**config.mk**
```make
export PLATFORM = sky130hd
export DESIGN_NAME = msk_and_hpc3_pipe_flat
export DESIGN_NICKNAME = d
export VERILOG_FILES = /design/src/rtl/msk_and_hpc3_pipe_pkg.sv /design/src/rtl/msk_and_hpc3_pipe_if.sv /design/src/rtl/msk_and_hpc3_pipe_lane.sv /design/src/rtl/msk_and_hpc3_pipe.sv /design/src/flat_wrapper.sv
export SDC_FILE = /design/constraint.sdc
export NUM_CORES = 1
export LEC_CHECK = 0
export ABC_AREA = 1
export CAP_MARGIN = 10
export CORE_UTILIZATION = 46
export CTS_BUF_LIST = sky130_fd_sc_hd__clkbuf_4
export DETAILED_ROUTE_END_ITERATION = 8
export GPL_TIMING_DRIVEN = 0
export PLACE_DENSITY = 0.77
export SLEW_MARGIN = 20
export SYNTH_ARGS = -nofsm -noshare
export SYNTH_HDL_FRONTEND = slang
export SYNTH_SLANG_ARGS = --single-unit
```
**constraint.sdc**
```tcl
create_clock -name clk -period 1.36 [get_ports clk]
set_input_delay 0.272 -clock clk [delete_from_list [all_inputs] [get_ports clk]]
set_output_delay 0.272 -clock clk [all_outputs]
set_load 0.05 [all_outputs]
```
**src/rtl/msk_and_hpc3_pipe_pkg.sv**
```systemverilog
// Shared constants and index helpers for the HPC3 masked-AND pipeline.
// Randomness layout per lane: r block then r' block, pairs (i<j) in row-major order.
package msk_hpc3_pkg;

    localparam int STARVE_W = 16;

    // Fresh random bits one lane consumes per transfer (r and r' blocks together).
    function automatic int hpc3_rnd(input int d);
        return d * (d - 1);
    endfunction

    // Row-major index of pair (i,j), i<j, within one d*(d-1)/2 block.
    function automatic int pair_idx(input int i, input int j, input int d);
        return i * d - (i * (i + 1)) / 2 + (j - i - 1);
    endfunction

endpackage

```
**src/rtl/msk_and_hpc3_pipe_if.sv**
```systemverilog
// Valid/ready bus for the HPC3 masked-AND pipeline: operand sharings, randomness and result.
interface msk_and_hpc3_pipe_if #(
    parameter int d = 2,
    parameter int W = 1
) ();
    import msk_hpc3_pkg::*;

    localparam int NRND = W * hpc3_rnd(d);

    logic [W*d-1:0]  ina;
    logic [W*d-1:0]  inb;
    logic            in_valid;
    logic            in_ready;
    logic [NRND-1:0] rnd;
    logic            rnd_valid;
    logic            rnd_ready;
    logic [W*d-1:0]  out;
    logic            out_valid;
    logic            out_ready;

    modport master (
        output ina, inb, in_valid, rnd, rnd_valid, out_ready,
        input  in_ready, rnd_ready, out, out_valid
    );

    modport slave (
        input  ina, inb, in_valid, rnd, rnd_valid, out_ready,
        output in_ready, rnd_ready, out, out_valid
    );

endinterface

```
**src/rtl/msk_and_hpc3_pipe_lane.sv**
```systemverilog
// One lane of the HPC3 masked AND: cross-domain terms registered on enable, XOR after the registers.
// MSKAND_HPC3_PIPE_INNER_EN adds the registered inner-domain term a_i&b_i to each output share.
module msk_hpc3_lane import msk_hpc3_pkg::*; #(
    parameter int d = 2
) (
    input  logic                   clk,
    input  logic                   rst_n,
    input  logic                   en,
    input  logic [d-1:0]           a,
    input  logic [d-1:0]           b,
    input  logic [hpc3_rnd(d)-1:0] rnd,
    output logic [d-1:0]           c
);

    localparam int NPAIR = hpc3_rnd(d) / 2;

    logic [d-1:0][d-1:0] x_d, y_d, x_q, y_q;

    // NOTE: every always_comb output gets a default first, so no path leaves it unassigned (no latch).
    always_comb begin
        int   idx;
        logic r, rp;
        x_d = '0;
        y_d = '0;
        idx = 0;
        r   = 1'b0;
        rp  = 1'b0;
        for (int i = 0; i < d; i++) begin
            for (int j = 0; j < d; j++) begin
                if (i != j) begin
                    idx = (i < j) ? pair_idx(i, j, d) : pair_idx(j, i, d);
                    r   = rnd[idx];
                    rp  = rnd[NPAIR + idx];
                    x_d[i][j] = (a[i] & (b[j] ^ r)) ^ rp;
                    y_d[i][j] = (~a[i] & r) ^ rp;
                end
            end
        end
    end

    // NOTE: all share registers are reset so no stale mask survives a reset.
    // NOTE: sequential state uses non-blocking assignments only.
    always_ff @(posedge clk or negedge rst_n) begin
        if (!rst_n) begin
            x_q <= '0;
            y_q <= '0;
        end else if (en) begin
            x_q <= x_d;
            y_q <= y_d;
        end
    end

    logic [d-1:0] base;

`ifdef MSKAND_HPC3_PIPE_INNER_EN
    logic [d-1:0] inner_q;

    always_ff @(posedge clk or negedge rst_n) begin
        if (!rst_n) begin
            inner_q <= '0;
        end else if (en) begin
            inner_q <= a & b;
        end
    end

    assign base = inner_q;
`else
    assign base = '0;
`endif

    // Share compression happens only on registered values.
    always_comb begin
        c = base;
        for (int i = 0; i < d; i++) begin
            for (int j = 0; j < d; j++) begin
                if (i != j) begin
                    c[i] = c[i] ^ x_q[i][j] ^ y_q[i][j];
                end
            end
        end
    end

endmodule

```
**src/rtl/msk_and_hpc3_pipe.sv**
```systemverilog
// W-lane, d-share HPC3 masked AND with valid/ready flow control and randomness handshake.
// Build with MSKAND_HPC3_PIPE_INNER_EN for full HPC3 (out = a&b); default is cross terms only.
module msk_and_hpc3_pipe import msk_hpc3_pkg::*; #(
    parameter int d = 2,
    parameter int W = 1
) (
    input  logic                clk,
    input  logic                rst_n,
    msk_and_hpc3_pipe_if.slave  bus,
    output logic [STARVE_W-1:0] starve_cnt
);

    localparam int LRND = hpc3_rnd(d);

    logic           in_ready;
    logic           xfer;
    logic           out_valid_q;
    logic [W*d-1:0] out_c;

    // A new operand is taken only with fresh randomness and a free (or draining) output slot.
    assign in_ready      = bus.rnd_valid & (~out_valid_q | bus.out_ready);
    assign xfer          = bus.in_valid & in_ready;
    assign bus.in_ready  = in_ready;
    assign bus.rnd_ready = xfer;
    assign bus.out_valid = out_valid_q;
    assign bus.out       = out_c;

    always_ff @(posedge clk or negedge rst_n) begin
        if (!rst_n) begin
            out_valid_q <= 1'b0;
        end else if (xfer) begin
            out_valid_q <= 1'b1;
        end else if (bus.out_ready) begin
            out_valid_q <= 1'b0;
        end
    end

    always_ff @(posedge clk or negedge rst_n) begin
        if (!rst_n) begin
            starve_cnt <= '0;
        end else if (bus.in_valid && !bus.rnd_valid && starve_cnt != '1) begin
            starve_cnt <= starve_cnt + 1'b1;
        end
    end

    for (genvar k = 0; k < W; k++) begin : g_lane
        msk_hpc3_lane #(.d(d)) u_lane (
            .clk   (clk),
            .rst_n (rst_n),
            .en    (xfer),
            .a     (bus.ina[k*d +: d]),
            .b     (bus.inb[k*d +: d]),
            .rnd   (bus.rnd[k*LRND +: LRND]),
            .c     (out_c[k*d +: d])
        );
    end

endmodule

```
**src/flat_wrapper.sv**
```systemverilog
// flat-port wrapper written by rule: the top's interface ports become plain ports
module msk_and_hpc3_pipe_flat import msk_hpc3_pkg::*;
#(
    parameter int d = 2,
    parameter int W = 1
)
  (clk, rst_n, starve_cnt, bus_ina, bus_inb, bus_in_valid, bus_rnd, bus_rnd_valid, bus_out_ready, bus_in_ready, bus_rnd_ready, bus_out, bus_out_valid);
  msk_and_hpc3_pipe_if #(.d(d), .W(W)) bus_i ();
  input  logic clk;
  input  logic rst_n;
  output logic [STARVE_W-1:0] starve_cnt;
  input wire logic [$bits(bus_i.ina)-1:0] bus_ina;
  input wire logic [$bits(bus_i.inb)-1:0] bus_inb;
  input wire logic [$bits(bus_i.in_valid)-1:0] bus_in_valid;
  input wire logic [$bits(bus_i.rnd)-1:0] bus_rnd;
  input wire logic [$bits(bus_i.rnd_valid)-1:0] bus_rnd_valid;
  input wire logic [$bits(bus_i.out_ready)-1:0] bus_out_ready;
  output wire logic [$bits(bus_i.in_ready)-1:0] bus_in_ready;
  output wire logic [$bits(bus_i.rnd_ready)-1:0] bus_rnd_ready;
  output wire logic [$bits(bus_i.out)-1:0] bus_out;
  output wire logic [$bits(bus_i.out_valid)-1:0] bus_out_valid;
  assign bus_i.ina = bus_ina;
  assign bus_i.inb = bus_inb;
  assign bus_i.in_valid = bus_in_valid;
  assign bus_i.rnd = bus_rnd;
  assign bus_i.rnd_valid = bus_rnd_valid;
  assign bus_i.out_ready = bus_out_ready;
  assign bus_in_ready = bus_i.in_ready;
  assign bus_rnd_ready = bus_i.rnd_ready;
  assign bus_out = bus_i.out;
  assign bus_out_valid = bus_i.out_valid;
  msk_and_hpc3_pipe #(.d(d), .W(W)) u_core (.clk(clk), .rst_n(rst_n), .bus(bus_i), .starve_cnt(starve_cnt));
endmodule
```
# --- Word level (Yosys, flattened, before mapping) ---
# Index checks and enable logic that the tools add are counted.
word_totals:
  elab_cells: 32
  out_inout_bits: 21
  regBits: 21
classes:
  n_reduce_logical: 4
  n_bitwise: 18
  eq_ne: 1
  add_sub_neg: 1
  muxes: 2
op_table:
  columns: ["op", "n"]
  rows:
  - ["adder 16 x 1 -> 16 bit, second input constant", 1]
  - ["inequality test 16 bit, second input constant", 1]
  - ["XOR 1 bit", 8]
  - ["bitwise AND 1 bit", 6]
  - ["inverter 1 bit", 3]
  - ["logical AND 1 bit", 2]
  - ["two-way mux 1 bit", 2]
  - ["nonzero test 2 bit", 1]
  - ["zero test 1 bit", 1]
  - ["bitwise OR 1 bit", 1]

# --- Longest topological paths before layout ---
# Gate-level depths: netlist (run 1).
depth:
  ltp_word: 5
  ltp_mapped: 9
  mapped_depth_nobuf: 9

# --- Hierarchy ---
# A second synthesis (run 1) with hierarchy kept.
hier_totals:
  cells_unflattened: 191
  hier_area_um2: 1308.8
by_module_without_submodules:
  columns: ["module", "n_inst", "area_each_um2", "cells_each", "seq_area_each_um2"]
  rows:
  - ["msk_and_hpc3_pipe", 1, 1052.3, 154, 425.4]
  - ["msk_hpc3_lane", 1, 256.5, 37, 100.1]

# --- Worst setup path after synthesis (run 1) ---
# OpenSTA, ideal clock, no wires.
synth_path:
  path_type: "reg-to-output"
  start: "register u_core.out_valid_q (netlist: u_core.bus.out_valid)"
  end: "output bus_rnd_ready"
  arrival_time_ps: 2130
  t_required_ps: 1088
  path_stages_with_launch: 6
  slack_ps: -1042
  cell_sequence: "dfrtp_1 inv_1 nor2_1 nor2_1 nand2_1 inv_1"
synth_between:
  elab_chain_len: 4
synth_lines:
  columns: ["item", "line_no", "source"]
  rows:
  - ["from (decl)", "msk_and_hpc3_pipe.sv:17", "logic out_valid_q;"]
  - ["from (signal assigned)", "msk_and_hpc3_pipe.sv:30", "out_valid_q <= 1'b0;"]
  - ["from (signal assigned)", "msk_and_hpc3_pipe.sv:32", "out_valid_q <= 1'b1;"]
  - ["from (signal assigned)", "msk_and_hpc3_pipe.sv:34", "out_valid_q <= 1'b0;"]
  - ["inverter 1 bit", "msk_and_hpc3_pipe.sv:21", "assign in_ready = bus.rnd_valid & (~out_valid_q | bus.out_ready);"]
  - ["bitwise OR 1 bit", "msk_and_hpc3_pipe.sv:21", null]
  - ["bitwise AND 1 bit", "msk_and_hpc3_pipe.sv:21", null]
  - ["named net bus_in_ready", "flat_wrapper.sv:18", "output wire logic [$bits(bus_i.in_ready)-1:0] bus_in_ready;"]
  - ["bitwise AND 1 bit", "msk_and_hpc3_pipe.sv:22", "assign xfer = bus.in_valid & in_ready;"]
  - ["to (decl)", "flat_wrapper.sv:19", "output wire logic [$bits(bus_i.rnd_ready)-1:0] bus_rnd_ready;"]
# The timed path passes the listed nets, and every way through them passes these cells.

# --- Worst setup path after layout (run 1) ---
layout_path:
  start: "register u_core.out_valid_q (netlist: u_core.bus.out_valid)"
  end: "output bus_rnd_ready"
layout_between:
  elab_chain_len: 4
layout_lines:
  columns: ["item", "line_no"]
  rows:
  - ["inverter 1 bit", "msk_and_hpc3_pipe.sv:21"]
  - ["bitwise OR 1 bit", "msk_and_hpc3_pipe.sv:21"]
  - ["bitwise AND 1 bit", "msk_and_hpc3_pipe.sv:21"]
  - ["bitwise AND 1 bit", "msk_and_hpc3_pipe.sv:22"]
# Every way passes these cells.

==> results_tabular.tex, run 1 <==
\begin{tabular}{lr}
\hline
Metric & Value \\
\hline
\multicolumn{2}{l}{\textbf{Synthesis}} \\
Avg Synthesized Cell Area & 7.235 um2 \\
Top cells by count, synth & sky130\_fd\_sc\_hd\_\_nand2\_1 (66), sky130\_fd\_sc\_hd\_\_inv\_1 (26), sky130\_fd\_sc\_hd\_\_dfrtp\_1 (21), sky130\_fd\_sc\_hd\_\_nand3\_1 (14), sky130\_fd\_sc\_hd\_\_nor2\_1 (14) \\
Synthesized netlist net count & 196 \\
Share of synthesized registers carrying an async set or reset & 100.0\% \\
Mapped cell area & 1331 um2 \\
Sequential-to-total area share from yosys stat & 39.47\% \\
Cell count after synthesis & 184 \\
Most frequent cell after synthesis & sky130\_fd\_sc\_hd\_\_nand2\_1 \\
Top flip-flop cell by instance count after synthesis & sky130\_fd\_sc\_hd\_\_dfrtp\_1 \\
Portion of synthesized cell area occupied by the leading cell type & 39.47\% \\
Number of distinct standard cells referenced by the synthesized netlist & 20 \\
EDFF count, synth & 0 \\
Flip-flop and latch count after synthesis & 21 \\
Yosys synthesis warning count & 0 \\
Largest area contributor in the netlist & sky130\_fd\_sc\_hd\_\_dfrtp\_1 \\
Leading cell types by total area after synthesis & sky130\_fd\_sc\_hd\_\_dfrtp\_1 (39\%), sky130\_fd\_sc\_hd\_\_nand2\_1 (19\%), sky130\_fd\_sc\_hd\_\_inv\_1 (7.3\%) \\
\multicolumn{2}{l}{\textbf{Drt}} \\
First-pass DRT Iterations & 4 \\
Average wire per cell in the routed design & 12.21 um \\
Post-DRT Antenna Nets & 0 \\
Routed via count & 1347 \\
WL final & 3224 um \\
Via density per instance & 5.102 \\
Number of DRC violations after detailed routing & 0 \\
First DRT Iteration DRCs & 57 \\
\multicolumn{2}{l}{\textbf{Layout}} \\
Final net count & 246 \\
Area growth from synthesis to layout & 45.21\% \\
Ant diodes & 0 \\
Post-route design area & 1933 um2 \\
Fraction of final layout cells with drive strength greater than 1 & 40.77\% \\
Number of standard cells in the final layout excluding fillers & 264 \\
\multicolumn{2}{l}{\textbf{Critical path}} \\
Crit path cell chain & inv\_2, nor2\_4, nor2\_4, nand2\_4, clkinvlp\_4, buf\_8 \\
Endpoint kind of the worst setup timing path & output port \\
Worst path most repeated cell & sky130\_fd\_sc\_hd\_\_nor2\_4 \\
Biggest fanout along the worst timing path & 2 \\
Startpoint of the most critical setup path & u\_core.bus.out\_valid\$\_DFFE\_PN0P\_ \\
Max stage delay cell, worst path & sky130\_fd\_sc\_hd\_\_dfrtp\_2 \\
R2R Path Start & u\_core.starve\_cnt[0]\$\_DFFE\_PN0P\_ \\
Type of origin of the critical path & flip-flop \\
Critical path class & flip-flop to output port \\
Worst Path Required & 1090 ps \\
Delay of the slowest critical-path stage & 430 ps \\
Arrival time of data at the critical path endpoint & 1240 ps \\
\multicolumn{2}{l}{\textbf{Worst hold path}} \\
Worst min path class & input port to asynchronous set/reset pin \\
\multicolumn{2}{l}{\textbf{Global route}} \\
Number of antenna violations at the first check in global routing & 0 \\
Vias in the first global route & 1276 \\
Global-route total usage across every layer & 20.75\% \\
Grt total ovfl & 0 \\
First-pass GRT wire length & 5161 um \\
Maximum number of pins on one net before global-route repair & 22 \\
\multicolumn{2}{l}{\textbf{Clock tree}} \\
CTS root buffer & sky130\_fd\_sc\_hd\_\_clkbuf\_4 \\
Skew-Pair Late Insertion Delay & 310 ps \\
Clock edge transition at the registers on the reported setup and hold paths & 120 ps \\
Inserted Clock Buffers & 3 \\
Number of sinks handled by clock tree synthesis & 21 \\
Hold buffer count at cts & 0 \\
H-tree depth & 1 \\
TritonCTS clock tree & built \\
Max clock buf depth & 2 \\
\multicolumn{2}{l}{\textbf{Flow run}} \\
Number of max-capacitance violations reported & 0 \\
\multicolumn{2}{l}{\textbf{Placement}} \\
Placed Cells incl. Taps & 246 \\
Cell area after placement & 1793 um2 \\
Detail Placement HPWL & 2213 um \\
Final GP Congestion & 0.8498 \\
Port Buffer Count & 31 \\
\multicolumn{2}{l}{\textbf{Power}} \\
Switching power & 0.9562 mW \\
Power per unit of standard cell area & 1127 nW/um2 \\
Sequential group share of total power & 39.2\% \\
Peak ir drop on the vdd network & 1246 uV \\
Static leakage & 0.9394 nW \\
Clock network fraction of total power & 15.6\% \\
Cell-internal power & 1.223 mW \\
Fraction of power spent switching nets & 43.88\% \\
Final Total Pwr & 2.179 mW \\
Relative contribution of combinational cells to total power & 45.3\% \\
\multicolumn{2}{l}{\textbf{Die}} \\
Core Box Area & 2758 um2 \\
Die Height & 55.80 um \\
Number of ports placed on the die boundary & 32 \\
Die boundary width & 55.80 um \\
Initial Util & 48.28\% \\
Num rows & 19 \\
Area enclosed by the die boundary & 3113 um2 \\
\multicolumn{2}{l}{\textbf{STA}} \\
Min cycle time layout & 1509 ps \\
Part of the cycle the worst path needs & 111.0\% \\
Worst Tran Pin Value & 978.3 ps \\
Setup repair after global routing missed its margin & yes \\
Worst slew margin relative to its limit & 34.58\% \\
Highest attainable clock frequency & 662.6 MHz \\
Final Hold Slack & 479.5 ps \\
Number of failing hold endpoints at the final stage & 0 \\
Fin. max-slew vios & 0 \\
Total negative setup slack & -552.2 ps \\
Final setup slack of the worst path & -149.3 ps \\
Final setup violation count & 11 \\
Clock Skews & 4.380 ps \\
\multicolumn{2}{l}{\textbf{Run status}} \\
Run status & finished with violations \\
Violations in the final reports & negative setup slack \\
\hline
\end{tabular}
## cell usage in the layout (no fill, tap or decap), types with 2 or more instances in the layout
cell and instances:
sky130_fd_sc_hd__nand3_2 5, sky130_fd_sc_hd__clkbuf_4 5, sky130_fd_sc_hd__buf_6 2, sky130_fd_sc_hd__nand3_1 9, sky130_fd_sc_hd__nand4_1 6, sky130_fd_sc_hd__buf_2 15, sky130_fd_sc_hd__nand3b_1 3, sky130_fd_sc_hd__nand2_4 8
sky130_fd_sc_hd__nor2_4 8, sky130_fd_sc_hd__buf_4 14, sky130_fd_sc_hd__o21ai_0 5, sky130_fd_sc_hd__dfrtp_2 16, sky130_fd_sc_hd__xor2_1 3, sky130_fd_sc_hd__inv_1 21, sky130_fd_sc_hd__dfrtp_1 5, sky130_fd_sc_hd__clkdlybuf4s50_1 10
sky130_fd_sc_hd__nor2_1 11, sky130_fd_sc_hd__inv_2 4, sky130_fd_sc_hd__o21ai_1 4, sky130_fd_sc_hd__nand2_2 5, sky130_fd_sc_hd__xnor2_1 4, sky130_fd_sc_hd__nor2_2 2, sky130_fd_sc_hd__xor2_2 2, sky130_fd_sc_hd__nand2_8 3
sky130_fd_sc_hd__nand2_1 56
## worst max-delay path, delay by kind of cell, from the launching register on
kind          cells  cell delay (ps)
flops             1              430
buf+inv           3              280
simple gates      3              210
## power by group through the flow
| stage | clock network (mW) | logic (mW) | registers (mW) |
|---|---|---|---|
| floorplan | 0 | 0.358 | 1.09 |
| global placement | 0 | 0.865 | 0.864 |
| detailed placement | 0 | 0.885 | 0.875 |
| CTS | 0.347 | 0.855 | 0.854 |
| global route | 0.372 | 1.05 | 0.865 |
| finish | 0.340 | 0.986 | 0.853 |
## through the flow
step                      setup slack [ps]  utilization (%)
after floorplan                     -205.6                -
after global placement              -805.2            65.02
after detailed placement            -847.3            65.02
after CTS                           -158.9            64.07
after global routing                -220.9            70.10
final                               -149.3            70.10
## state kept, by name, indices dropped and copies added, names as in the netlist
| signal | count |
|---|---|
| u_core.g_lane.u_lane.y_q | 2 |
| u_core.starve_cnt | 16 |
| u_core.bus.out_valid | 1 |
| u_core.g_lane.u_lane.x_q | 2 |
## repair_timing
item,CTS,global route
endpoints found under the setup margin,24,19
setup buffers,2,11
gates cloned,0,1
resized for setup,111,21
hold endpoints to repair,0,0
pin swaps,3,14
## final timing paths
check                      depth (start not counted)                           endpoint  slack, ps
max in group asynchronous                          1   u_core.starve_cnt[7]$_DFFE_PN0P_        220
hold / removal                                     1  u_core.starve_cnt[10]$_DFFE_PN0P_        480
setup reg to reg                                   9   u_core.starve_cnt[1]$_DFFE_PN0P_        -20
hold reg to reg                                    1   u_core.starve_cnt[8]$_DFFE_PN0P_        510
setup / recovery                                   6                      bus_rnd_ready       -150
min in group clk                                   1   u_core.starve_cnt[8]$_DFFE_PN0P_        510
## cell families after synthesis
group	Yosys count	share of synthesized area, %
flops	21	39.47
simple gates	115	41.26
xor+xnor	9	5.921
fa+ha+maj	1	0.9397
buf+inv	28	8.364
compound gates	10	4.041
## layer usage
metal | part of all wire [%] | vias up | wire [um] | GRT usage [%]
met5 | 0 | - | 0 | 0
met4 | 1.6 | 0 | 53 | 8.929
met3 | 4.5 | 5 | 144 | 3.023
met2 | 51 | 42 | 1641 | 35.80
met1 | 43 | 627 | 1384 | 25.79
li1 | - | 673 | - | -
## cell type report
class	instances	area, um2
clock buffer	4	30.03
fill	205	824.5
inverter	28	121.4
multi-input combinational	136	863.3
sequential	21	545.5
tap	31	38.79
timing repair buffer	44	334.1
(Power assumes the default switching activity.)
==> run 2: changes to the inputs <==
SETUP_SLACK_MARGIN = 0.15   (was unset)
==> run 2 against run 1 <==
  * The flow still finishes with violations (negative setup slack)
  * Critical path depth is the same
  * Total power is 9.4% higher
  * Sequential share of layout area is 2.8 points lower
  * Final area increased by 11%
  * Via count increased by 6.5%
  * Largest power group unchanged
  * Clock power decreased by 2%
  * Die area did not move
  * Final cell count up 3.4%
  * Worst hold slack worse by 390 ps
  * Largest cell class unchanged
  * Critical endpoint unchanged
  * Clock-buffer cell count stayed put
  * Clock skew fell by 0.71 ps
==> results_tabular.tex, run 2 (synthesis results as in run 1) <==
\begin{tabular}{lr}
\hline
Metric & Value \\
\hline
\multicolumn{2}{l}{\textbf{Die}} \\
Area enclosed by the die boundary & 3113 um2 \\
Die Height & 55.80 um \\
Die boundary width & 55.80 um \\
Core Box Area & 2758 um2 \\
Initial Util & 48.28\% \\
Num rows & 19 \\
Number of ports placed on the die boundary & 32 \\
\multicolumn{2}{l}{\textbf{Critical path}} \\
Arrival time of data at the critical path endpoint & 1260 ps \\
Count of buffering cells on the critical path with inverters included & 4 \\
R2r setup slk & -40 ps \\
Endpoint kind of the worst setup timing path & output port \\
Critical path class & input port to output port \\
Worst Path Required & 1090 ps \\
Delay of the slowest critical-path stage & 470 ps \\
Biggest fanout along the worst timing path & 2 \\
Max stage delay cell, worst path & sky130\_fd\_sc\_hd\_\_clkdlybuf4s50\_1 \\
Type of origin of the critical path & input port \\
Crit path cell chain & clkdlybuf4s50\_1, inv\_1, nor2\_4, nand2\_4, clkinvlp\_4, buf\_8 \\
Family of cells with the greatest summed delay on the critical path & buffers and inverters \\
\multicolumn{2}{l}{\textbf{Clock tree}} \\
Number of sinks handled by clock tree synthesis & 21 \\
CTS root buffer & sky130\_fd\_sc\_hd\_\_clkbuf\_4 \\
Clock edge transition at the registers on the reported setup and hold paths & 120 ps \\
Skew-Pair Late Insertion Delay & 310 ps \\
Inserted Clock Buffers & 3 \\
Max clock buf depth & 2 \\
TritonCTS clock tree & built \\
H-tree depth & 1 \\
\multicolumn{2}{l}{\textbf{Global route}} \\
Vias in the first global route & 1390 \\
Grt total ovfl & 0 \\
Maximum number of pins on one net before global-route repair & 22 \\
Global-route total usage across every layer & 24.42\% \\
Number of antenna violations at the first check in global routing & 0 \\
First-pass GRT wire length & 6009 um \\
\multicolumn{2}{l}{\textbf{STA}} \\
Total negative setup slack & -443.7 ps \\
Worst Tran Pin Value & 958.3 ps \\
Number of failing hold endpoints at the final stage & 0 \\
Worst slew margin relative to its limit & 36.01\% \\
Final setup slack of the worst path & -167.2 ps \\
Setup repair after global routing missed its margin & yes \\
Highest attainable clock frequency & 654.8 MHz \\
Final setup violation count & 13 \\
Clock Skews & 3.673 ps \\
Final Hold Slack & 85.27 ps \\
Part of the cycle the worst path needs & 112.3\% \\
Fin. max-slew vios & 0 \\
Min cycle time layout & 1527 ps \\
\multicolumn{2}{l}{\textbf{Run status}} \\
Violations in the final reports & negative setup slack \\
Run status & finished with violations \\
\multicolumn{2}{l}{\textbf{Layout}} \\
Flip-flop count of the largest register after layout & 16 \\
Area growth from synthesis to layout & 61.47\% \\
Filler Cells Inserted & 173 \\
Commonest cells after routing, fill and taps aside & sky130\_fd\_sc\_hd\_\_nand2\_1 (58), sky130\_fd\_sc\_hd\_\_inv\_1 (22), sky130\_fd\_sc\_hd\_\_buf\_4 (19) \\
Commonest non-fill, non-tap cell in the layout & sky130\_fd\_sc\_hd\_\_nand2\_1 \\
Area taken by multi-input logic gates & 855.8 um2 \\
Register with the most flip-flops & u\_core.starve\_cnt \\
Ant diodes & 0 \\
Fraction of final layout cells with drive strength greater than 1 & 43.39\% \\
Final net count & 255 \\
Sequential standard cell area & 546.8 um2 \\
Top flop regs & u\_core.starve\_cnt: 16 flops, u\_core.g\_lane.u\_lane.x\_q: 2 flops, u\_core.g\_lane.u\_lane.y\_q: 2 flops \\
\multicolumn{2}{l}{\textbf{Flow run}} \\
Number of max-capacitance violations reported & 0 \\
\multicolumn{2}{l}{\textbf{Power}} \\
Peak ir drop on the vdd network & 1248 uV \\
Static leakage & 1.024 nW \\
Final Total Pwr & 2.384 mW \\
Power per unit of standard cell area & 1109 nW/um2 \\
\multicolumn{2}{l}{\textbf{Drt}} \\
Average wire per cell in the routed design & 14.16 um \\
First DRT Iteration DRCs & 65 \\
WL final & 3866 um \\
Via density per instance & 5.253 \\
First-pass DRT Iterations & 4 \\
Routed via count & 1434 \\
Number of DRC violations after detailed routing & 0 \\
Post-DRT Antenna Nets & 0 \\
\multicolumn{2}{l}{\textbf{Placement}} \\
Port Buffer Count & 31 \\
Detail Placement HPWL & 2252 um \\
Final GP Congestion & 0.8171 \\
\multicolumn{2}{l}{\textbf{Worst hold path}} \\
Worst min path class & input port to asynchronous set/reset pin \\
\hline
\end{tabular}
==> run 2: cell types whose count changed in the layout (fill, tap and decap cells not counted), moves of 2 or more <==
cell / delta
sky130_fd_sc_hd__nand2_1: +2
sky130_fd_sc_hd__buf_6: +11
sky130_fd_sc_hd__buf_2: -15
sky130_fd_sc_hd__buf_8: +10
sky130_fd_sc_hd__nor2_2: +2
sky130_fd_sc_hd__buf_4: +5
==> run 2: timing repair <==
| item | CTS | global route |
|---|---|---|
| buffers inserted | 16 | 6 |
| setup endpoints to repair | 37 | 55 |
| cloned | 1 | 0 |
| hold buffers | 0 | 0 |
| gates resized for setup | 155 | 26 |
| endpoints found under the hold margin | 0 | 0 |
| pin swaps | 13 | 11 |
==> run 2: path summary, 6_finish.rpt <==
kind | startpoint | depth (start not counted) | to
hold / removal | rst_n | 1 | u_core.starve_cnt[3]$_DFFE_PN0P_
setup reg to reg | u_core.starve_cnt[0]$_DFFE_PN0P_ | 9 | u_core.starve_cnt[2]$_DFFE_PN0P_
setup / recovery | bus_rnd_valid | 6 | bus_rnd_ready
min in group clk | u_core.g_lane[0].u_lane.y_q[2]$_DFFE_PN0P_ | 2 | u_core.g_lane[0].u_lane.y_q[2]$_DFFE_PN0P_
max in group asynchronous | rst_n | 1 | u_core.starve_cnt[11]$_DFFE_PN0P_
hold reg to reg | u_core.g_lane[0].u_lane.y_q[2]$_DFFE_PN0P_ | 2 | u_core.g_lane[0].u_lane.y_q[2]$_DFFE_PN0P_
==> run 2: layout make-up <==
cell class	instances	share of cell area [%]
Sequential cell	21	25.44
Timing Repair Buffer	53	25.90
Inverter	28	5.646
Tap cell	31	1.804
Multi-Input combinational cell	136	39.81
Clock buffer	4	1.397
==> run 2: metrics by stage <==
step,setup slack [ps],cell area [um2],utilization [%],instances
final,-167.2,2150,77.95,273
after global routing,-217.8,2150,77.95,273
after CTS,-136.9,2029,73.59,267
after detailed placement,-825.8,1793,65.02,246
after global placement,-803.1,1793,65.02,246
after floorplan,-205.1,1444,-,184
==> run 2: metal layers <==
metal / wire length, um / share of wire, % / GRT usage [%] / vias up
li1: - / - / - / 684
met1: 1472 / 38 / 28.44 / 674
met2: 2030 / 53 / 44.41 / 61
met3: 243 / 6.3 / 5.349 / 15
met4: 119 / 3.1 / 7.500 / 0
met5: 0 / 0 / 0 / -
==> run 2: power by group <==
group	total, mW	internal [mW]	switching [mW]
combinational	1.18	0.508	0.668
clock	0.334	0.135	0.199
sequential	0.874	0.729	0.145
==> run 2: worst reg2reg max path, delay by kind of cell, from the launching register on <==
kind	cells	cell delay [ps]
buffers and inverters	1	110
adders and majority gates	1	180
and+or+nand+nor	6	530
DFF	1	470
AOI/OAI and AO/OA	1	50
==> run 3: changes to the inputs <==
CORE_UTILIZATION = 25   (was 46)
PLACE_DENSITY = 0.47   (was 0.77)
RECOVER_POWER = 25   (was unset)
==> run 3 against run 2 <==
  * The flow still finishes with violations (negative setup slack)
  * Sequential share of layout area is 0.91 points lower
  * Clock skew is 2.7 ps higher
  * Critical path type unchanged
  * Utilization is 34 points lower
  * Setup slack hardly changed
  * Largest cell class unchanged
==> results_tabular.tex, run 3 (synthesis results as in run 1) <==
\begin{tabular}{lr}
\hline
Metric & Value \\
\hline
\multicolumn{2}{l}{\textbf{STA}} \\
Final setup slack of the worst path & -167.2 ps \\
Min cycle time layout & 1527 ps \\
Fin. max-slew vios & 0 \\
Highest attainable clock frequency & 654.8 MHz \\
Final Hold Slack & 459.3 ps \\
Worst slew margin relative to its limit & 62.74\% \\
Total negative setup slack & -1150 ps \\
Part of the cycle the worst path needs & 112.3\% \\
Setup repair after global routing missed its margin & yes \\
Number of failing hold endpoints at the final stage & 0 \\
Final setup violation count & 16 \\
Clock Skews & 6.371 ps \\
Worst Tran Pin Value & 558.8 ps \\
\multicolumn{2}{l}{\textbf{Die}} \\
Die boundary width & 74.98 um \\
Num rows & 26 \\
Area enclosed by the die boundary & 5621 um2 \\
Initial Util & 26.07\% \\
Die Height & 74.98 um \\
Number of ports placed on the die boundary & 32 \\
Core Box Area & 5107 um2 \\
\multicolumn{2}{l}{\textbf{Critical path}} \\
Type of origin of the critical path & input port \\
Arrival time of data at the critical path endpoint & 1260 ps \\
Worst Path Required & 1090 ps \\
Endpoint kind of the worst setup timing path & output port \\
Biggest fanout along the worst timing path & 2 \\
Critical path class & input port to output port \\
\multicolumn{2}{l}{\textbf{Global route}} \\
Vias in the first global route & 1240 \\
Grt total ovfl & 0 \\
Maximum number of pins on one net before global-route repair & 22 \\
Number of antenna violations at the first check in global routing & 0 \\
First-pass GRT wire length & 6065 um \\
Global-route total usage across every layer & 14.41\% \\
\multicolumn{2}{l}{\textbf{Layout}} \\
Area growth from synthesis to layout & 67.48\% \\
Commonest non-fill, non-tap cell in the layout & sky130\_fd\_sc\_hd\_\_nand2\_1 \\
Flip-flop count of the largest register after layout & 16 \\
Top flop regs & u\_core.starve\_cnt: 16 flops, u\_core.g\_lane.u\_lane.x\_q: 2 flops, u\_core.g\_lane.u\_lane.y\_q: 2 flops \\
Fraction of final layout cells with drive strength greater than 1 & 42.04\% \\
Ant diodes & 0 \\
Register with the most flip-flops & u\_core.starve\_cnt \\
Final net count & 258 \\
Post-route design area & 2230 um2 \\
Commonest cells after routing, fill and taps aside & sky130\_fd\_sc\_hd\_\_nand2\_1 (60), sky130\_fd\_sc\_hd\_\_inv\_1 (23), sky130\_fd\_sc\_hd\_\_buf\_4 (21) \\
\multicolumn{2}{l}{\textbf{Drt}} \\
WL final & 3573 um \\
Average wire per cell in the routed design & 11.34 um \\
Number of DRC violations after detailed routing & 0 \\
First-pass DRT Iterations & 4 \\
Via density per instance & 4.124 \\
Post-DRT Antenna Nets & 0 \\
First DRT Iteration DRCs & 39 \\
Routed via count & 1299 \\
\multicolumn{2}{l}{\textbf{Clock tree}} \\
CTS root buffer & sky130\_fd\_sc\_hd\_\_clkbuf\_4 \\
Inserted Clock Buffers & 3 \\
Clock edge transition at the registers on the reported setup and hold paths & 130 ps \\
TritonCTS clock tree & built \\
Max clock buf depth & 2 \\
Number of sinks handled by clock tree synthesis & 21 \\
Skew-Pair Late Insertion Delay & 310 ps \\
H-tree depth & 1 \\
\multicolumn{2}{l}{\textbf{Power}} \\
Final Total Pwr & 2.345 mW \\
Static leakage & 1.029 nW \\
Power per unit of standard cell area & 1052 nW/um2 \\
Peak ir drop on the vdd network & 713.0 uV \\
\multicolumn{2}{l}{\textbf{Placement}} \\
Final GP Congestion & 0.7510 \\
Port Buffer Count & 31 \\
Detail Placement HPWL & 2386 um \\
Cell area after placement & 1842 um2 \\
\multicolumn{2}{l}{\textbf{Run status}} \\
Run status & finished with violations \\
Violations in the final reports & negative setup slack \\
\multicolumn{2}{l}{\textbf{Flow run}} \\
Number of max-capacitance violations reported & 0 \\
\multicolumn{2}{l}{\textbf{Worst hold path}} \\
Worst min path class & input port to asynchronous set/reset pin \\
\hline
\end{tabular}
run 3: routing by layer:
| metal | wire length, um | global-route usage [%] |
|---|---|---|
| met3 | 150 | 4.016 |
| met2 | 1770 | 24.92 |
| met5 | 0 | 0 |
| met4 | 13 | 2.306 |
| met1 | 1638 | 18.20 |
run 3: power by group:
part,internal (mW),total (mW),switching (mW)
sequential,0.729,0.867,0.139
clock,0.110,0.324,0.214
combinational,0.518,1.15,0.636
total,1.36,2.35,0.989
run 3: path summary, 6_finish.rpt:
kind | from | endpoint | slack (ps) | cells after the start
setup / recovery | bus_out_ready | bus_rnd_ready | -170 | 6
hold / removal | rst_n | u_core.starve_cnt[10]$_DFFE_PN0P_ | 460 | 2
setup reg to reg | u_core.starve_cnt[0]$_DFFE_PN0P_ | u_core.starve_cnt[3]$_DFFE_PN0P_ | -100 | 8
hold reg to reg | u_core.g_lane[0].u_lane.x_q[1]$_DFFE_PN0P_ | u_core.g_lane[0].u_lane.x_q[1]$_DFFE_PN0P_ | 550 | 2
max in group asynchronous | rst_n | u_core.starve_cnt[4]$_DFFE_PN0P_ | 490 | 2
min in group clk | u_core.g_lane[0].u_lane.x_q[1]$_DFFE_PN0P_ | u_core.g_lane[0].u_lane.x_q[1]$_DFFE_PN0P_ | 550 | 2
run 3: final cells by class:
type                       count  area [um2]
fill                         533        2878
multi-input combinational    137       862.1
timing repair buffer          55       579.3
sequential                    21       546.8
inverter                      28       126.4
tap                           70       87.58
clock buffer                   3       22.52
clock inverter                 1       5.005
run 3: critical path, stage by stage:
cell	delay [ps]
sky130_fd_sc_hd__clkdlybuf4s50_1	450
sky130_fd_sc_hd__nor2_4	170
sky130_fd_sc_hd__nor2_4	50
sky130_fd_sc_hd__nand2_4	70
sky130_fd_sc_hd__clkinvlp_4	90
sky130_fd_sc_hd__buf_8	150
run 3: through the flow:
step / worst slack, ps / util, % / std cells
global route: -253.7 / 43.66 / 315
finish: -167.2 / 43.66 / 315
global placement: -838.1 / 36.06 / 285
detailed placement: -838.6 / 36.06 / 285
floorplan: -205.1 / - / 184
CTS: -187.2 / 41.70 / 308
run 3: what timing repair did:
action / 4_1_cts / 5_1_grt
gates cloned: 1 / 1
hold buffers: 0 / 1
setup buffers: 18 / 5
pin swaps: 5 / 6
endpoints found under the setup margin: 58 / 40
hold endpoints to repair: 0 / 21
resized for setup: 162 / 21
